<file path="src/rtl/us_ip_rx_dispatch.sv">
// us_ip_rx_dispatch: route IP payload frames to the UDP or ICMP stream (or discard them) and count them
module us_ip_rx_dispatch #(
    parameter logic [7:0] UDP_PROTO    = 8'h11,
    parameter logic [7:0] ICMP_PROTO   = 8'h01,
    parameter bit         ACCEPT_BCAST = 1'b1,
    parameter int         CNT_W        = 16
) (
    input  logic             rx_axis_aclk,
    input  logic             rx_axis_aresetn,
    input  logic [63:0]      ip_rx_axis_tdata,
    input  logic [7:0]       ip_rx_axis_tkeep,
    input  logic             ip_rx_axis_tvalid,
    input  logic             ip_rx_axis_tlast,
    input  logic             ip_rx_axis_tuser,
    input  logic [15:0]      ip_type,
    input  logic [31:0]      recv_dst_ip_addr,
    input  logic [31:0]      local_ip_addr,
    output logic [63:0]      udp_rx_axis_tdata,
    output logic [7:0]       udp_rx_axis_tkeep,
    output logic             udp_rx_axis_tvalid,
    output logic             udp_rx_axis_tlast,
    output logic             udp_rx_axis_tuser,
    output logic [63:0]      icmp_rx_axis_tdata,
    output logic [7:0]       icmp_rx_axis_tkeep,
    output logic             icmp_rx_axis_tvalid,
    output logic             icmp_rx_axis_tlast,
    output logic             icmp_rx_axis_tuser,
    output logic [CNT_W-1:0] udp_frame_cnt,
    output logic [CNT_W-1:0] icmp_frame_cnt,
    output logic [CNT_W-1:0] drop_frame_cnt,
    output logic [CNT_W-1:0] err_frame_cnt
);
    typedef enum logic [1:0] {IDLE, FWD_UDP, FWD_ICMP, DROP} state_t;

    state_t state, state_nxt, cls, route;
    logic   addr_ok, to_udp, to_icmp;
    logic   unused_type_hi;

    // only the protocol byte takes part in classification
    assign unused_type_hi = ^ip_type[15:8];

    // classify on the first beat, otherwise follow the locked route
    always_comb begin
        addr_ok   = (recv_dst_ip_addr == local_ip_addr) ||
                    (ACCEPT_BCAST && recv_dst_ip_addr == 32'hFFFF_FFFF);
        cls       = !addr_ok                   ? DROP :
                    ip_type[7:0] == UDP_PROTO  ? FWD_UDP :
                    ip_type[7:0] == ICMP_PROTO ? FWD_ICMP : DROP;
        route     = (state == IDLE) ? cls : state;
        to_udp    = ip_rx_axis_tvalid && route == FWD_UDP;
        to_icmp   = ip_rx_axis_tvalid && route == FWD_ICMP;
        state_nxt = !ip_rx_axis_tvalid ? state :
                    ip_rx_axis_tlast   ? IDLE : route;
    end

    // route state register
    always_ff @(posedge rx_axis_aclk) begin
        if (!rx_axis_aresetn) state <= IDLE;
        else                  state <= state_nxt;
    end

    // registered output streams; the unselected port is held at zero
    always_ff @(posedge rx_axis_aclk) begin
        if (!rx_axis_aresetn) begin
            udp_rx_axis_tdata   <= '0;
            udp_rx_axis_tkeep   <= '0;
            udp_rx_axis_tvalid  <= 1'b0;
            udp_rx_axis_tlast   <= 1'b0;
            udp_rx_axis_tuser   <= 1'b0;
            icmp_rx_axis_tdata  <= '0;
            icmp_rx_axis_tkeep  <= '0;
            icmp_rx_axis_tvalid <= 1'b0;
            icmp_rx_axis_tlast  <= 1'b0;
            icmp_rx_axis_tuser  <= 1'b0;
        end else begin
            udp_rx_axis_tdata   <= to_udp ? ip_rx_axis_tdata : '0;
            udp_rx_axis_tkeep   <= to_udp ? ip_rx_axis_tkeep : '0;
            udp_rx_axis_tvalid  <= to_udp;
            udp_rx_axis_tlast   <= to_udp && ip_rx_axis_tlast;
            udp_rx_axis_tuser   <= to_udp && ip_rx_axis_tuser;
            icmp_rx_axis_tdata  <= to_icmp ? ip_rx_axis_tdata : '0;
            icmp_rx_axis_tkeep  <= to_icmp ? ip_rx_axis_tkeep : '0;
            icmp_rx_axis_tvalid <= to_icmp;
            icmp_rx_axis_tlast  <= to_icmp && ip_rx_axis_tlast;
            icmp_rx_axis_tuser  <= to_icmp && ip_rx_axis_tuser;
        end
    end

    // per-class frame counters, bumped when a frame's tlast beat is accepted
    always_ff @(posedge rx_axis_aclk) begin
        if (!rx_axis_aresetn) begin
            udp_frame_cnt  <= '0;
            icmp_frame_cnt <= '0;
            drop_frame_cnt <= '0;
            err_frame_cnt  <= '0;
        end else if (ip_rx_axis_tvalid && ip_rx_axis_tlast) begin
            if (to_udp)                          udp_frame_cnt  <= udp_frame_cnt + 1'b1;
            if (to_icmp)                         icmp_frame_cnt <= icmp_frame_cnt + 1'b1;
            if (!to_udp && !to_icmp)             drop_frame_cnt <= drop_frame_cnt + 1'b1;
            if ((to_udp || to_icmp) && ip_rx_axis_tuser) err_frame_cnt <= err_frame_cnt + 1'b1;
        end
    end
endmodule

</file>
<file path="config.mk">
export PLATFORM = sky130hd
export DESIGN_NAME = us_ip_rx_dispatch
export DESIGN_NICKNAME = d
export VERILOG_FILES = /design/src/rtl/us_ip_rx_dispatch.sv
export SDC_FILE = /design/constraint.sdc
export NUM_CORES = 1
export LEC_CHECK = 0
export CAP_MARGIN = 20
export CORE_MARGIN = 2
export CORE_UTILIZATION = 30
export CTS_CLUSTER_DIAMETER = 150
export CTS_CLUSTER_SIZE = 28
export DETAILED_ROUTE_END_ITERATION = 8
export PLACE_DENSITY = 0.68
export SLEW_MARGIN = 30
export SYNTH_ARGS = -nofsm -noshare
export SYNTH_HDL_FRONTEND = slang
export SYNTH_SLANG_ARGS = --single-unit
</file>
<file path="constraint.sdc">
create_clock -name rx_axis_aclk -period 3.15 [get_ports rx_axis_aclk]
set_input_delay 0.7875 -clock rx_axis_aclk [delete_from_list [all_inputs] [get_ports rx_axis_aclk]]
set_output_delay 0.7875 -clock rx_axis_aclk [all_outputs]
set_load 0.02 [all_outputs]
</file>
==> summary.txt, run 1 <==
Worst setup path
  – Worst path max stage delay: 0.55 ns
  – Critical Path End: udp_frame_cnt[14]
  – Startpoint types: input port
  – Setup crit start: recv_dst_ip_addr[23]
  – Reg2reg end: drop_frame_cnt[7]
  – Arr. time, crit path: 3.31 ns
  – Crit-path max FO: 8
  – Reg2reg path depth: 7
  – Worst path required time: 3.55 ns
  – R2r setup slk: 1.08 ns
  – CP cell instances: clkdlybuf4s50_1, nand4_1, or4_1, nor2_1, buf_4, a21o_1, a31oi_1, buf_4, or4b_1, a21oi_1
  – Critical path class: in -> reg
  – CP max-delay cell: or4_1
  – Worst setup EP type: flip-flop
  – Crit path top cell by count: buf_4
  – FF-to-FF Start: state[1]

Pwr
  – Share of power burned in combinational logic: 0.113
  – Power density over the cells: 386 nW/µm²
  – Sw Ratio: 0.227
  – Seq pwr share: 0.578
  – Clock network fraction of design power: 0.309
  – P_sw: 1.09 mW
  – Worst vdd rail ir drop: 0.309 mV
  – Cell Int Power: 3.72 mW
  – Leak Pwr: 4.57 nW

Cells and area
  – # fillers: 2370
  – Multi-input gate area: 3300 µm²
  – Most frequent cells in the layout: 362 x clkdlybuf4s50_1, 216 x dfxtp_1, 156 x and2_1, 53 x xnor2_1, 49 x buf_4
  – Post-Layout Cell Count: 1503
  – Share of cells above drive strength 1: 0.0659
  – Diode count: 0
  – Synth-to-Final Area Change: 60.0%
  – Storage element area: 4320 µm²
  – Most common library cell in the layout ignoring fill and taps: clkdlybuf4s50_1
  – Final #Nets: 1330
  – Final core occ: 0.485

Routing
  – DRT antenna net count: 0
  – Final WL: 24.3 mm
  – DR vias: 6861
  – DR WL/cell: 16.2 µm
  – Initial DRC count: 364
  – Avg Vias per Cell: 4.56
  – DRT Pass-1 Iters: 4
  – DRC Markers: 0

Job
  – Max Cap Viol: 0

Synthesis
  – Synth Flop Type: dfxtp_1
  – Syn Area/Cell: 10.1 µm²
  – Number of synthesized flops with an enable pin: 0
  – Post-synthesis sequential area ratio: 0.554
  – Asr flop ratio synth: 0
  – Synth Cell Area: 7800 µm²
  – Syn_nets: 937
  – Synthesized instance count: 776
  – Yosys reg bits: 216
  – Yosys warning count: 0
  – Yosys cell types: 43

Floorplanning
  – Die Span X: 165 µm
  – Die ar.: 27300 µm²
  – Chip height: 165 µm
  – I/O pins: 371
  – Initial Util: 0.303
  – Placeable Area: 25800 µm²
  – Num rows: 59

Timing
  – Worst Tran Pin Value: 0.496 ns
  – Fin Clk Skew: 0.0121 ns
  – Min Hold Slack: 0.487 ns
  – Slew HR: 0.661
  – # setup viols final: 0
  – Final hold viol count: 0
  – Unrepaired setup endpoints after global routing: false
  – Final Max Tran Viols: 0
  – Fmax: 344 MHz
  – Fin crit share: 0.923
  – Tmin final: 2.91 ns

Global routing
  – First-pass GRT wire length: 35.9 mm
  – Largest net degree at the start of global routing: 33
  – Initial antenna violation count: 0
  – Total Routing Usage GR: 0.168
  – Vias in the first global route: 6391
  – Grt ovf: 0

Clock tree
  – Setup bufs post-CTS: 0
  – H-tree levels: 1
  – Clock buffer depth: 3
  – Clock sinks: 216
  – Clock Latency Late Sink: 0.46 ns
  – CTS tree: built
  – Total CTS buffers: 11
  – Clock-pin transition on the worst setup and hold timing paths: 0.11 ns
  – Clock Tree Root: clkbuf_16

Outcome
  – Status: finished, final reports clean

Placement
  – HPWL Detailed: 19.1 mm
  – GP Congestion: 0.839
  – Port Buffer Count: 362
  – Placed insts: 1491

Min path
  – Hold WC Path Type: reg -> reg
registers in the layout, summed over array words and instances, names as in the netlist:
name,flops
drop_frame_cnt,16
err_frame_cnt,16
icmp_frame_cnt,16
icmp_rx_axis_tdata,64
icmp_rx_axis_tkeep,8
icmp_rx_axis_tlast,1
icmp_rx_axis_tuser,1
icmp_rx_axis_tvalid,1
state,2
udp_frame_cnt,16
udp_rx_axis_tdata,64
udp_rx_axis_tkeep,8
udp_rx_axis_tlast,1
udp_rx_axis_tuser,1
udp_rx_axis_tvalid,1
layout make-up:
cell class,instances,share of cell area
Clock buffer,11,0.0220
Sequential cell,216,0.346
Tap cell,335,0.0336
Clock inverter,1,0.000702
Timing Repair Buffer,417,0.329
Multi-Input combinational cell,511,0.264
Inverter,12,0.00361
synthesized netlist by cell type, types with 7 or more instances:
library cell / n / share of area
mux2i_1: 10 / 0.013
nand2_1: 40 / 0.019
nand4_1: 31 / 0.025
and2_1: 156 / 0.13
nor2_1: 33 / 0.016
or4_1: 13 / 0.013
dfxtp_1: 216 / 0.55
and3_1: 11 / 0.0088
o21ai_0: 10 / 0.0064
nand2b_1: 16 / 0.013
or3_1: 10 / 0.0080
nand3_1: 17 / 0.011
xnor2_1: 53 / 0.059
a21oi_1: 34 / 0.022
o41ai_1: 7 / 0.0079
o31ai_1: 11 / 0.011
inv_1: 12 / 0.0058
clkbuf_1: 28 / 0.013
a211oi_1: 10 / 0.0096
timing repair:
action / in CTS / in global routing
endpoints found under the setup margin: 0 / 2
hold buffers: 0 / 0
resized for setup: 0 / 2
how the worst min path moves through the flow:
stage	from	depth (start not counted)	slack [ns]	endpoint
CTS	icmp_frame_cnt[15]	2	0.49	icmp_frame_cnt[15]
global route	icmp_frame_cnt[15]	2	0.52	icmp_frame_cnt[15]
global placement	icmp_frame_cnt[15]	2	0.47	icmp_frame_cnt[15]
detailed placement	icmp_frame_cnt[15]	2	0.47	icmp_frame_cnt[15]
finish	icmp_frame_cnt[15]	2	0.49	icmp_frame_cnt[15]
floorplan	icmp_frame_cnt[15]	2	0.54	icmp_frame_cnt[15]
metal layers:
metal	global-route usage	share of wire
met1	0.214	0.43
met2	0.290	0.48
met3	0.0352	0.068
met4	0.0427	0.022
met5	0	0
metrics by stage:
step | setup TNS [ns] | worst slack (ns) | total power [mW] | cell area, µm²
2_1_floorplan | 0 | 0.245 | 3.03 | 7800
3_3_place_gp | -40.67 | -0.296 | 3.39 | 12200
3_5_place_dp | -39.76 | -0.306 | 3.39 | 12200
4_1_cts | 0 | 0.166 | 4.89 | 12500
5_1_grt | 0 | 0.0318 | 5.02 | 12500
6_report | 0 | 0.242 | 4.82 | 12500
power groups by stage:
stage / Combinational [mW] / Sequential [mW] / Clock (mW)
4_1_cts: 0.548 / 2.78 / 1.55
2_1_floorplan: 0.143 / 2.88 / 0
3_5_place_dp: 0.545 / 2.85 / 0
5_1_grt: 0.584 / 2.79 / 1.65
6_report: 0.545 / 2.78 / 1.49
3_3_place_gp: 0.541 / 2.85 / 0
worst max-delay path: cells and delay by family:
family,cells,cell delay [ns]
AOI/OAI and AO/OA,3,0.37
buffers and inverters,3,0.85
and+or+nand+nor,4,1.31
cells by family (layout without fill, tap and decap cells):
| group | after synthesis | in the layout | synth area share |
|---|---|---|---|
| compound gates | 98 | 98 | 0.0839 |
| xor+xnor | 53 | 53 | 0.0595 |
| fa+ha+maj | 4 | 4 | 0.00641 |
| buf+inv | 49 | 441 | 0.0249 |
| flops | 216 | 216 | 0.554 |
| mux | 10 | 10 | 0.0128 |
| simple gates | 346 | 346 | 0.258 |
No activity file was read; power rests on OpenSTA's default activity.
==> run 2: changes to the inputs <==
SKIP_LAST_GASP = 1   (was default)
==> results of run 2 <==
Same layout as run 1: the final DEF is identical, and so are final timing and power.
==> run 3: changes to the inputs <==
RECOVER_POWER = 100   (was default)
clock period = 3.05 ns   (was 3.15 ns; I/O delays follow)
==> run 3 against run 2 <==
Via count is 0.35% higher. Sequential share of layout area hardly changed. Hold slack better by 0.0076 ns. First-iteration DRC count is 1.6% higher. Final cell count is 0.27% higher. Setup slack worse by 0.14 ns. Count of clock-buffer cells in the layout stayed put. Critical endpoint is now udp_frame_cnt[9]. Clock skew is 0.0031 ns higher. Critical path type unchanged. Register-to-register slack worse by 0.11 ns. Largest cell class unchanged. Die area stayed put. Sequential power is 3% higher. Highest routed layer unchanged.
==> summary.txt, run 3 (same netlist as run 1, synthesis figures left out) <==
Placement
  – Port Buffer Count: 362 (unchanged)
  – Setup slack at placement: -0.400 ns (-0.0941 ns)
  – HPWL Detailed: 18.7 mm (-1.9%)
  – GP Congestion: 0.879 (+4.8%)

Routing
  – DRT antenna net count: 0 (unchanged)
  – DR vias: 6885 (+0.35%)
  – DR WL/cell: 16.0 µm (-1.1%)
  – Avg Vias per Cell: 4.57 (about the same)
  – DRC Markers: 0 (unchanged)
  – Final WL: 24.1 mm (-0.80%)
  – DRT Pass-1 Iters: 6 (+2)
  – Initial DRC count: 370 (+1.6%)

Cells and area
  – Diode count: 0 (unchanged)
  – Final #Nets: 1334 (+0.30%)
  – Synth-to-Final Area Change: 60.1% (about the same)
  – Final core occ: 0.485 (about the same)
  – Share of cells above drive strength 1: 0.0640 (-0.00193)
  – Most frequent cells in the layout: 216 x dfxtp_1, 214 x dlygate4sd3_1, 148 x clkdlybuf4s50_1, 135 x and2_1, 53 x xnor2_1
  – Most common library cell in the layout ignoring fill and taps: dfxtp_1
  – Top flop regs: icmp_rx_axis_tdata (64), udp_rx_axis_tdata (64)

Global routing
  – Total Routing Usage GR: 0.165 (-0.00354)
  – Initial antenna violation count: 0 (unchanged)
  – Vias in the first global route: 6371 (-0.31%)
  – First-pass GRT wire length: 35.2 mm (-2.1%)
  – Largest net degree at the start of global routing: 59 (+79%)
  – Grt ovf: 0 (unchanged)

Timing
  – Tmin final: 2.95 ns
  – Unrepaired setup endpoints after global routing: false
  – Slew HR: 0.654 (-0.00681)
  – Final hold viol count: 0 (unchanged)
  – Final Max Tran Viols: 0 (unchanged)
  – Fmax: 339 MHz
  – Worst Tran Pin Value: 0.506 ns (+0.00995 ns)
  – Fin crit share: 0.966
  – # setup viols final: 0 (unchanged)
  – Fin Clk Skew: 0.0152 ns (+0.00306 ns)
  – Final worst slack: 0.102 ns (-0.140 ns)

Clock tree
  – H-tree levels: 1 (unchanged)
  – CTS Hold Buffers Added: 0 (unchanged)
  – Total CTS buffers: 11 (unchanged)
  – Clock-pin transition on the worst setup and hold timing paths: 0.11 ns (about the same)
  – Clock Tree Root: clkbuf_16
  – CTS tree: built
  – Clock sinks: 216 (unchanged)
  – Clock buffer depth: 3 (unchanged)
  – Clock Latency Late Sink: 0.46 ns (about the same)

Floorplanning
  – Die Span X: 165 µm (unchanged)
  – Placeable Area: 25800 µm² (unchanged)
  – Initial Util: 0.303 (unchanged)
  – Die ar.: 27300 µm² (unchanged)
  – Chip height: 165 µm (unchanged)
  – Num rows: 59 (unchanged)
  – I/O pins: 371 (unchanged)

Outcome
  – Status: finished, final reports clean

Worst setup path
  – Critical path class: in -> reg
  – Crit-path max FO: 8 (unchanged)
  – Startpoint types: input port
  – Arr. time, crit path: 3.35 ns (+0.04 ns)
  – Worst setup EP type: flip-flop
  – Worst path required time: 3.45 ns (-0.10 ns)

Pwr
  – Leak Pwr: 5.29 nW (+16%)
  – Power density over the cells: 398 nW/µm² (+3.1%)
  – Worst vdd rail ir drop: 0.335 mV (+8.6%)

Job
  – Max Cap Viol: 0 (unchanged)

Min path
  – Hold WC Path Type: reg -> reg
==> run 3: changes by cell type in the layout (fill, tap and decap cells not counted), moves of 3 or more <==
cell and change:
buf_4 -6, and2_0 +21, clkdlybuf4s50_1 -214, clkbuf_1 +7, clkbuf_4 +3, and2_1 -21
dlygate4sd3_1 +214
==> run 3: worst paths after layout <==
path | from | endpoint | slack [ns] | cells after the start
max | recv_dst_ip_addr[22] | udp_frame_cnt[9] | 0.10 | 10
min | drop_frame_cnt[10] | drop_frame_cnt[10] | 0.49 | 2
max reg2reg | state[1] | drop_frame_cnt[5] | 0.97 | 6
min reg2reg | drop_frame_cnt[10] | drop_frame_cnt[10] | 0.49 | 2
==> run 3: area by class of cell <==
| cell class | count | area [µm²] |
|---|---|---|
| Clock buffer | 11 | 275 |
| Clock inverter | 1 | 8.76 |
| Fill cell | 2406 | 13300 |
| Inverter | 12 | 45.0 |
| Multi-Input combinational cell | 511 | 3300 |
| Sequential cell | 216 | 4320 |
| Tap cell | 335 | 419 |
| Timing Repair Buffer | 421 | 4120 |
==> run 3: through the flow <==
stage	instance area, µm²	instances	hold WS (ns)	setup TNS, ns	total power, mW
2_1_floorplan	7800	776	0.544	0	3.13
3_3_place_gp	12200	1494	0.472	-64.04	3.50
3_5_place_dp	12200	1494	0.480	-58.78	3.50
4_1_cts	12500	1506	0.500	0	5.05
5_1_grt	12500	1507	0.511	0	5.16
6_report	12500	1507	0.494	0	4.97
==> run 3: worst max-delay path: stages <==
cell             delay (ns)
clkdlybuf4s50_1        0.53
nand4_1                0.10
or4_1                  0.56
nor2_2                 0.14
buf_4                  0.13
a21o_1                 0.11
a31oi_1                0.15
buf_4                  0.20
or4_1                  0.50
a21oi_1                0.15
==> run 3: routing by layer <==
layer / vias to the layer above / track usage / routed length [µm]
met5: - / 0 / 0
met4: 0 / 0.0447 / 571
met3: 33 / 0.0335 / 1660
met2: 258 / 0.277 / 11400
met1: 3157 / 0.214 / 10500
li1: 3437 / - / -
==> run 3: timing repair <==
action | 4_1_cts | 5_1_grt
buffers inserted | 0 | 1
endpoints found under the setup margin | 0 | 38
gates resized for setup | 0 | 2
==> run 3: where the power goes <==
| part | switching [mW] | internal (mW) |
|---|---|---|
| logic | 0.232 | 0.314 |
| clock network | 0.890 | 0.661 |
| registers | 0.0178 | 2.86 |
| total | 1.14 | 3.83 |
